## src/rtl/cdc_register_reader_pkg.sv

```systemverilog
// Shared constants and elaboration helpers for the CDC register reader.
package cdc_register_reader_pkg;

   localparam int unsigned default_data_width       = 32;
   localparam int unsigned default_depth            = 4;
   localparam int unsigned default_drop_count_width = 8;

   // Buffer depth must be a power of two and at least two entries.
   function automatic bit valid_depth(input int unsigned d);
      return (d >= 2) && ((d & (d - 1)) == 0);
   endfunction

endpackage

```

## src/rtl/cdc_reader_mem.sv

```systemverilog
// Register-array storage for the CDC reader buffer: one write port, async read.
module cdc_reader_mem #(
   parameter int unsigned data_width = 32,
   parameter int unsigned depth      = 4
) (
   input  logic                         clk,
   input  logic                         wr_en,
   input  logic [$clog2(depth)-1:0]     wr_addr,
   input  logic [data_width-1:0]        wr_data,
   input  logic [$clog2(depth)-1:0]     rd_addr,
   output logic [data_width-1:0]        rd_data
);

   logic [data_width-1:0] mem [depth];

   // Storage is intentionally not reset; validity is tracked by the controller.
   always_ff @(posedge clk) begin
      if (wr_en) begin
         mem[wr_addr] <= wr_data;
      end
   end

   assign rd_data = mem[rd_addr];

endmodule

```

## src/rtl/cdc_register_reader.sv

```systemverilog
// Absorbs un-throttled CDC register read strobes into a small FWFT buffer and
// presents them as a valid/ready stream; overflowing words are dropped and counted.
module cdc_register_reader
   import cdc_register_reader_pkg::*;
#(
   parameter int unsigned data_width       = default_data_width,
   parameter int unsigned depth            = default_depth,
   parameter int unsigned drop_count_width = default_drop_count_width
) (
   input  logic                          clk,
   input  logic                          reset,
   input  logic [data_width-1:0]         in_data,
   input  logic                          in_rd,
   output logic [data_width-1:0]         out_data,
   output logic                          out_valid,
   input  logic                          out_ready,
   output logic [$clog2(depth):0]        level,
   output logic                          overflow,
   input  logic                          clear_overflow,
   output logic [drop_count_width-1:0]   drop_count
);

   localparam int unsigned ptr_w = $clog2(depth);
   localparam int unsigned lvl_w = ptr_w + 1;

   generate
      if (!valid_depth(depth)) begin : g_bad_depth
         $error("cdc_register_reader: depth must be a power of two and >= 2");
      end
   endgenerate

   logic [ptr_w-1:0] wr_ptr;
   logic [ptr_w-1:0] rd_ptr;
   logic [lvl_w-1:0] level_next;
   logic             full;
   logic             pop;
   logic             push;
   logic             drop;

   assign full = (level == lvl_w'(depth));
   assign pop  = out_valid && out_ready;
   // A full buffer still accepts a word when the head leaves in the same cycle.
   assign push = in_rd && (!full || pop);
   assign drop = in_rd && !push;

   always_comb begin
      level_next = level;
      if (push && !pop) begin
         level_next = level + lvl_w'(1);
      end else if (pop && !push) begin
         level_next = level - lvl_w'(1);
      end
   end

   always_ff @(posedge clk) begin
      if (reset) begin
         wr_ptr     <= '0;
         rd_ptr     <= '0;
         level      <= '0;
         out_valid  <= 1'b0;
         overflow   <= 1'b0;
         drop_count <= '0;
      end else begin
         if (push) begin
            wr_ptr <= wr_ptr + ptr_w'(1);
         end
         if (pop) begin
            rd_ptr <= rd_ptr + ptr_w'(1);
         end
         level     <= level_next;
         out_valid <= (level_next != '0);

         // A drop coinciding with a clear wins: the new drop is the first counted.
         if (drop) begin
            overflow <= 1'b1;
            if (clear_overflow) begin
               drop_count <= drop_count_width'(1);
            end else if (drop_count != '1) begin
               drop_count <= drop_count + drop_count_width'(1);
            end
         end else if (clear_overflow) begin
            overflow   <= 1'b0;
            drop_count <= '0;
         end
      end
   end

   cdc_reader_mem #(
      .data_width (data_width),
      .depth      (depth)
   ) u_mem (
      .clk     (clk),
      .wr_en   (push && !reset),
      .wr_addr (wr_ptr),
      .wr_data (in_data),
      .rd_addr (rd_ptr),
      .rd_data (out_data)
   );

endmodule

```

## config.mk

```make
export PLATFORM = sky130hd
export DESIGN_NAME = cdc_register_reader
export DESIGN_NICKNAME = d
export VERILOG_FILES = /design/src/rtl/cdc_register_reader_pkg.sv /design/src/rtl/cdc_reader_mem.sv /design/src/rtl/cdc_register_reader.sv
export SDC_FILE = /design/constraint.sdc
export NUM_CORES = 1
export LEC_CHECK = 0
export CORE_UTILIZATION = 48
export DETAILED_ROUTE_END_ITERATION = 12
export PLACE_DENSITY_LB_ADDON = 0.3
export RECOVER_POWER = 50
export SLEW_MARGIN = 20
export SYNTH_ARGS = -nofsm -noshare
export SYNTH_HDL_FRONTEND = slang
export SYNTH_SLANG_ARGS = --single-unit
```

## constraint.sdc

```tcl
create_clock -name clk -period 2.55 [get_ports clk]
set_clock_uncertainty 0.15 [all_clocks]
set_input_delay 0.3825 -clock clk [delete_from_list [all_inputs] [get_ports clk]]
set_output_delay 0.3825 -clock clk [all_outputs]
set_load 0.03 [all_outputs]
```

# == Word-level counts from Yosys, hierarchy flattened ==
# Memories as Yosys holds them, arrays and structs flattened. A register that Yosys moved wholly into a read port is not among the register bits.
# Cells that the tools add are included.
# word_totals
reg_bits,17
ram_bits,128
wordCells,41
memories,1
# op_classes
add_sub_neg,5
eq_ne,2
muxes,12
n_reduce_logical,15
# mem_list
memory,depth,width,rd,rd_clocked_by_memory_dff,write_ports,line,source
u_mem.mem,4,32,1,1,1,cdc_reader_mem.sv:14,logic [data_width-1:0] mem [depth];
# op_table
cell,n
$mux W8,4
$add A8 B1 Y8 const B,1
$ne A8 B8 Y1 const B,1
$logic_and A1 B1 Y1,6
$mux W3,2
$add A2 B1 Y2 const B,2
$logic_not A1 Y1,4
$mux W1,4
$mux W2,2
$reduce_bool A2 Y1,2
$add A3 B1 Y3 const B,1
$eq A3 B3 Y1 const B,1
$reduce_bool A3 Y1,1
$sub A3 B1 Y3 const B,1
$reduce_and A2 Y1,1
$logic_or A1 B1 Y1,1

# == Longest topological paths before layout ==
# Gate-level depths: netlist (run 1).
# depth
word_depth,9
depth_mapped,6

# == Modules after synthesis ==
# A second synthesis (run 1) with hierarchy kept.
# unflattened
hier_cells,268
area_unflattened_um2,5566.6
# modules_own_cells
module,instances,cells_each,area_per_inst_um2,seq_area_each_um2
cdc_reader_mem,1,171,4689.5,3843.7
cdc_register_reader,1,97,877.1,340.3

# == Least setup slack after synthesis (run 1) ==
# OpenSTA, ideal clock, no wires.
# synth_path
path_kind,register to register
start,register level[0]
end,"memory u_mem.mem[0][0], enable pin"
setup_time_ns,0.392
arrival_time_ns,2.133
required_time_ns,2.008
setup_slack_ns,-0.125
stages_incl_launch_ff,7
n_path_buf,0
period_less_slack_ns,2.675
path_cell_list,dfxtp_1 inv_1 ha_1 nand2_1 o21ai_0 nor2_1 and2_1
# synth_between
elab_chain_cells,7
# synth_rtl
element,line,source
"start, declared",cdc_register_reader.sv:17,"output logic [$clog2(depth):0] level,"
"start signal, assigned",cdc_register_reader.sv:70,level <= level_next;
$eq A3 B3 Y1,cdc_register_reader.sv:40,assign full = (level == lvl_w'(depth));
$logic_not A1 Y1,cdc_register_reader.sv:43,assign push = in_rd && (!full || pop);
$logic_or A1 B1 Y1,cdc_register_reader.sv:43,
$logic_and A1 B1 Y1,cdc_register_reader.sv:43,
$logic_and A1 B1 Y1,cdc_register_reader.sv:93,".wr_en (push && !reset),"
$mux W1,cdc_reader_mem.sv:18,if (wr_en) begin
$mux W1 (not written as such),cdc_reader_mem.sv:19,mem[wr_addr] <= wr_data;
"end, declared",cdc_reader_mem.sv:14,
# Every way passes these cells.

==> results of run 1 <==
==> synthesized netlist by cell type, drive strengths merged <==
master | n | share of area
a31oi | 1 | 0.0011
nand2b | 1 | 0.0011
nor2 | 10 | 0.0067
o41ai | 2 | 0.0031
edfxtp | 128 | 0.69
clkbuf | 5 | 0.0034
xor2 | 2 | 0.0031
mux4 | 32 | 0.13
and3 | 2 | 0.0025
nand2 | 5 | 0.0034
a2111o | 1 | 0.0020
a211oi | 1 | 0.0013
a21boi | 1 | 0.0034
and3b | 1 | 0.0018
ha | 8 | 0.018
and2 | 7 | 0.0081
a221oi | 1 | 0.0016
and4 | 2 | 0.0036
or2 | 1 | 0.0011
a21oi | 8 | 0.0072
nand4 | 3 | 0.0061
or4 | 3 | 0.0040
o311ai | 2 | 0.0031
xnor2 | 3 | 0.0047
o21ai | 3 | 0.0027
dfxtp | 19 | 0.068
inv | 7 | 0.0047
buf | 4 | 0.0034
o31ai | 4 | 0.0054
a32oi | 1 | 0.0016
nand3 | 4 | 0.0036
mux2i | 1 | 0.0018
==> critical path, stage by stage (launching register included) <==
cell and delay, ps:
dfxtp_2 370, buf_12 230, mux4_2 550, dlygate4sd2_1 370
==> layout make-up <==
cell class                 count  area [um2]  share of cell area
clock inverter                14         169              0.0232
tap                          143         179              0.0246
timing repair buffer          95         960               0.132
multi-input combinational    110        1280               0.176
antenna                        2        5.00            0.000689
sequential                   147        4230               0.582
inverter                       7        26.3             0.00362
clock buffer                  17         425              0.0585
==> per-stage QoR <==
step                 util  total power [mW]
floorplan               -              3.53
detailed placement  0.592              4.01
global placement    0.592              4.00
finish              0.639              6.33
global route        0.639              6.57
CTS                 0.641              6.42
==> repair_timing <==
item,in CTS,in global routing
gates resized for setup,32,0
hold endpoints to repair,0,0
setup endpoints to repair,32,0
==> state kept, by name, indices dropped and copies added (netlist names), named ones only <==
register and flops:
drop_count 8, overflow 1, wr_ptr 2, u_mem.mem 128
rd_ptr 2, out_valid 1, level 3
==> metal layers <==
layer | GRT usage | share of wire
met1 | 0.216 | 0.41
met2 | 0.311 | 0.52
met3 | 0.0682 | 0.053
met4 | 0.0724 | 0.010
met5 | 0 | 0
==> kinds of logic after synthesis <==
group                      synth area share
DFF                                   0.757
and+or+nand+nor                      0.0420
muxes                                 0.131
AOI/OAI and AO/OA                    0.0325
buffers and inverters                0.0114
adders and majority gates            0.0179
xor gates and xnor gates            0.00785
==> worst min path at each step <==
stage,start,end,slack [ps],cells past startpoint
2_1_floorplan,in_data[0],u_mem.mem[0][0]$_DFFE_PP_,330,0
6_report,overflow$_SDFFE_PP0P_,overflow$_SDFFE_PP0P_,330,2
5_1_grt,overflow$_SDFFE_PP0P_,overflow$_SDFFE_PP0P_,370,2
4_1_cts,overflow$_SDFFE_PP0P_,overflow$_SDFFE_PP0P_,340,2
3_5_place_dp,overflow$_SDFFE_PP0P_,overflow$_SDFFE_PP0P_,320,2
3_3_place_gp,overflow$_SDFFE_PP0P_,overflow$_SDFFE_PP0P_,310,2
==> power by group <==
part	total [mW]	switching, mW	internal [mW]
combinational	1.06	0.598	0.459
sequential	2.79	0.0529	2.74
clock	2.48	0.875	1.61
total	6.33	1.53	4.80
==> impl_metrics.py, run 1 <==
metrics = {
    "synth": {
        "syn_area_um2": 5580,
        "netlist_instances": 273,
        "synth.avg_cell_area_um2": 20.4,
        "synthesis.nets": 318,
        "yosysWarnings": 0,
        "synth_seq_area_share": 0.757,
        "ys_ff_latch": 147,
        "synth_cell_types": 37,
    },
    "pwr": {
        "vdd_drop_max_uv": 603,
        "power.density_nw_per_um2": 871,
        "leakage_nw": 2.47,
    },
    "finish": {
        "nNetsFinal": 423,
        "syn2layout_area_growth_pct": 30.3,
        "final_cell_mix": "128 x edfxtp_1, 44 x dlygate4sd3_1, 32 x mux4_2, 32 x dlygate4sd2_1",
        "layout-drive-gt1-share": 0.213,
        "final_cells": 535,
        "stdcell_area_um2": 7270,
        "final_common_cell": "edfxtp_1",
        "nFillCells": 803,
    },
    "critical_path": {
        "cp_max_fo": 22,
        "r2r_end": "u_mem.mem[2][17]$_DFFE_PP_",
        "worstPathArrival_ps": 1930,
        "cp-endpoint": "out_data[11]",
        "reg2reg_depth": 7,
        "required_ps": 2020,
        "start_kind": "register",
        "reg2reg_slack_ps": 420,
        "reg2reg_from": "level[0]$_SDFF_PP0_",
        "cp-end-kind": "output pin",
        "worstSetupPathType": "reg2out",
    },
    "clock_network": {
        "htreeDepth": 4,
        "cts_made_buffers": 17,
        "clk_pin_slew_ps": 60,
        "clock-sinks": 147,
        "ctsHoldBuffers": 0,
        "clk_path_buf_depth": 2,
        "clock-root-buffer": "clkbuf_16",
        "postCtsSetupRepairBufs": 0,
        "clk_latency_ps": 410,
        "cts_tree": "done",
    },
    "die": {
        "pin_count": 82,
        "die_x_um": 110,
        "start_util": 0.491,
        "fp-row-count": 39,
        "dieArea_um2": 12100,
        "die_h_um": 110,
        "core_area_um2": 11400,
    },
    "routing": {
        "dr.pass1.iters": 4,
        "wl_per_cell_um": 18.9,
        "drtIter0Drc": 166,
        "drc": 0,
        "vias": 2917,
        "via_per_inst": 5.45,
        "wl_um": 10100,
        "route.antenna.remaining_nets": 0,
    },
    "global_routing": {
        "grt_pass1_vias": 3119,
        "grt_max_degree": 23,
        "grt_overflow": 0,
        "grt_first_pass_wirelength_um": 15700,
        "track_usage": 0.185,
        "antenna_found_initial": 2,
    },
    "placement": {
        "dp_cells": 502,
        "port_buffers": 81,
        "place_ws_ps": 170,
        "hpwlAfterDp_um": 6400,
        "dpl-instance-area_um2": 6730,
        "place.gp.congestion": 0.721,
    },
    "timing": {
        "tightest_slew_ps": 338,
        "period_needed_ps": 2460,
        "fmax_mhz": 407,
        "whs_ps": 330,
        "setup_viol": 0,
        "layout_setup_ws_ps": 90.3,
        "drv_slew": 0,
        "relSlewSlack": 0.774,
        "finalSetupTns_ps": 0,
        "hold_viol": 0,
        "final.period_utilization": 0.965,
        "rsz0062_at_grt": "no",
    },
    "hold_path": {
        "min_path_type": "reg2reg",
    },
    "status": {
        "status": "completed",
    },
    "run": {
        "drv_cap": 0,
    },
}
Power figures use the tool's default switching activity.
==> run 2, diff against run 1 <==
--- a/config.mk
+++ b/config.mk
@@ -6,10 +6,12 @@
 export NUM_CORES = 1
 export LEC_CHECK = 0
 export CORE_UTILIZATION = 48
+export CTS_CLUSTER_DIAMETER = 200
 export DETAILED_ROUTE_END_ITERATION = 12
 export PLACE_DENSITY_LB_ADDON = 0.3
 export RECOVER_POWER = 50
 export SLEW_MARGIN = 20
 export SYNTH_ARGS = -nofsm -noshare
 export SYNTH_HDL_FRONTEND = slang
+export SYNTH_HIERARCHICAL = 1
 export SYNTH_SLANG_ARGS = --single-unit
==> run 2 against run 1 <==
Cell count decreased by 2.2%. Non-clock buffer count fell by 2. Sequential share of layout area decreased by 0.16 points. Count of clock-buffer cells in the layout unchanged. Register-to-register slack worse by 250 ps. Clock power is 2% higher. Global-route usage up 0.52 points. Combinational power is 23% higher. Via count shrank 1.4%. Highest routed layer unchanged.
==> impl_metrics.py, run 2 <==
metrics = {
    "timing": {
        "setup_viol": 0,
        "tightest_slew_ps": 851,
        "hold_viol": 0,
        "whs_ps": 323,
        "final.period_utilization": 0.973,
        "fmax_mhz": 403,
        "relSlewSlack": 0.430,
        "drv_slew": 0,
        "rsz0062_at_grt": "no",
        "layout_setup_ws_ps": 69.5,
        "period_needed_ps": 2480,
        "finalSetupTns_ps": 0,
    },
    "synth": {
        "synth_area_leaders": "edfxtp_1 69%, mux4_2 12%, dfxtp_1 6.1%",
        "synthesis.nets": 309,
        "synth_edf_count": 128,
        "synth_area_leader_cell": "edfxtp_1",
        "synth_top_cell_area_share": 0.690,
        "synthSimpleGateAreaFrac": 0.0432,
        "synthXorXnorAreaFrac": 0.0110,
        "post-synth-top-count-cell": "edfxtp_1",
        "synth.avg_cell_area_um2": 20.8,
        "synth_cell_types": 43,
        "ys_top_cells_by_count": "128 x edfxtp_1, 30 x mux4_2, 17 x dfxtp_1, 13 x nor2_1, 8 x nand2_1",
        "synth_top_family_by_area": "multiplexers",
        "synthArstFlopShare": 0,
        "netlist_instances": 268,
        "synth_adder_area_share": 0.00899,
        "yosysWarnings": 6,
        "synth_seq_area_share": 0.752,
        "synth-compound-area-share": 0.0326,
        "ys_ff_latch": 145,
        "ys.flop_type": "edfxtp_1",
        "muxShareOfSynthArea": 0.134,
        "syn_area_um2": 5570,
    },
    "routing": {
        "via_per_inst": 5.50,
        "drc": 0,
        "dr.pass1.iters": 4,
        "wl_per_cell_um": 19.7,
        "drtIter0Drc": 121,
        "wl_um": 10300,
        "vias": 2875,
        "route.antenna.remaining_nets": 0,
    },
    "global_routing": {
        "antenna_found_initial": 0,
        "grtUsageMet1": 0.244,
        "use_met3": 0.0545,
        "track_usage": 0.190,
        "grt_max_degree": 33,
        "top_usage_layer": "met2",
        "grt_pass1_vias": 2927,
        "grt.met2_usage": 0.312,
        "grt_overflow": 0,
        "grt_first_pass_wirelength_um": 15900,
    },
    "critical_path": {
        "cp-end-kind": "output pin",
        "cp_max_fo": 17,
        "required_ps": 2020,
        "start_kind": "register",
        "crit_chain": "bufbuf_16 -> mux4_1 -> buf_4",
        "worstSetupPathType": "reg2out",
        "worstPathArrival_ps": 1950,
        "reg2reg_slack_ps": 170,
        "crit_slowest_cell": "mux4_1",
        "slowest_delay_ps": 620,
    },
    "finish": {
        "nFillCells": 773,
        "largest_reg_flops": 128,
        "stdcell_area_um2": 7230,
        "ff_latch_area_um2": 4190,
        "layout-drive-gt1-share": 0.269,
        "syn2layout_area_growth_pct": 29.8,
        "nNetsFinal": 412,
        "final_common_cell": "edfxtp_1",
        "final_cell_mix": "128 x edfxtp_1, 40 x dlygate4sd3_1, 30 x mux4_2",
        "multi_input_comb_area_um2": 1280,
        "top_register": "u_mem/mem",
        "top_regs": "u_mem/mem x128, drop_count x8, level x3",
        "antenna_cells": 0,
        "final_cells": 523,
        "fin_util": 0.652,
    },
    "clock_network": {
        "cts_tree": "done",
        "cts_made_buffers": 17,
        "clock-root-buffer": "clkbuf_16",
        "htreeDepth": 4,
        "clk_pin_slew_ps": 60,
        "clk_latency_ps": 410,
        "clock-sinks": 145,
        "clk_path_buf_depth": 2,
    },
    "die": {
        "dieArea_um2": 12000,
        "start_util": 0.502,
        "pin_count": 82,
        "core_area_um2": 11100,
        "die_h_um": 110,
        "die_x_um": 110,
        "fp-row-count": 38,
    },
    "placement": {
        "place.gp.congestion": 0.761,
        "dp_cells": 491,
        "place_ws_ps": 66.4,
        "dpl-instance-area_um2": 6630,
        "hpwlAfterDp_um": 6020,
        "port_buffers": 81,
    },
    "status": {
        "status": "completed",
    },
    "pwr": {
        "vdd_drop_max_uv": 611,
        "power.density_nw_per_um2": 914,
        "total_power_mw": 6.60,
        "leakage_nw": 2.44,
    },
    "hold_path": {
        "min_path_type": "reg2reg",
    },
    "run": {
        "drv_cap": 0,
    },
}
## run 2: power breakdown
| part | leakage [nW] | total [mW] | internal [mW] | switching (mW) |
|---|---|---|---|---|
| Combinational | 0.859 | 1.30 | 0.574 | 0.721 |
| Clock | 0.281 | 2.52 | 1.55 | 0.972 |
| Sequential | 1.30 | 2.79 | 2.72 | 0.0689 |
| Total | 2.44 | 6.60 | 4.84 | 1.76 |
## run 2: cell type report
cell class                      instances  share of cell area
Clock buffer                           17              0.0589
Tap cell                              140              0.0242
Multi-Input combinational cell        112               0.177
Inverter                                2             0.00104
Clock inverter                         14              0.0253
Timing Repair Buffer                   93               0.134
Sequential cell                       145               0.580
## run 2: final timing paths
check / cells past startpoint / startpoint / end
max: 3 / rd_ptr[0]$_SDFFE_PP0P_ / out_data[31]
min: 2 / overflow$_SDFFE_PP0P_ / overflow$_SDFFE_PP0P_
min reg2reg: 2 / overflow$_SDFFE_PP0P_ / overflow$_SDFFE_PP0P_
max reg2reg: 7 / level[1]$_SDFF_PP0_ / u_mem/mem[3][29]$_DFFE_PP_
## run 2: critical path, delay by kind of cell, from the launching register on
kind	cells	cell delay [ps]
flops	1	370
mux	1	620
buf+inv	2	550
## run 2: timing repair
action | CTS | global route
buffers inserted | 0 | 0
hold buffers | 0 | 0
gates resized for setup | 56 | 0
endpoints found under the setup margin | 30 | 0
## run 2: routing by layer
| layer | vias up | part of all wire | wire [um] |
|---|---|---|---|
| li1 | 1311 | - | - |
| met1 | 1463 | 0.43 | 4430 |
| met2 | 89 | 0.51 | 5310 |
| met3 | 12 | 0.046 | 469 |
| met4 | 0 | 0.0098 | 101 |
| met5 | - | 0 | 0 |
## run 2: cells by family after synthesis
logic type                 after synthesis
AOI/OAI and AO/OA                       23
DFF                                    145
adders and majority gates                4
and+or+nand+nor                         44
buffers and inverters                   11
xor gates and xnor gates                 7
muxes                                   34
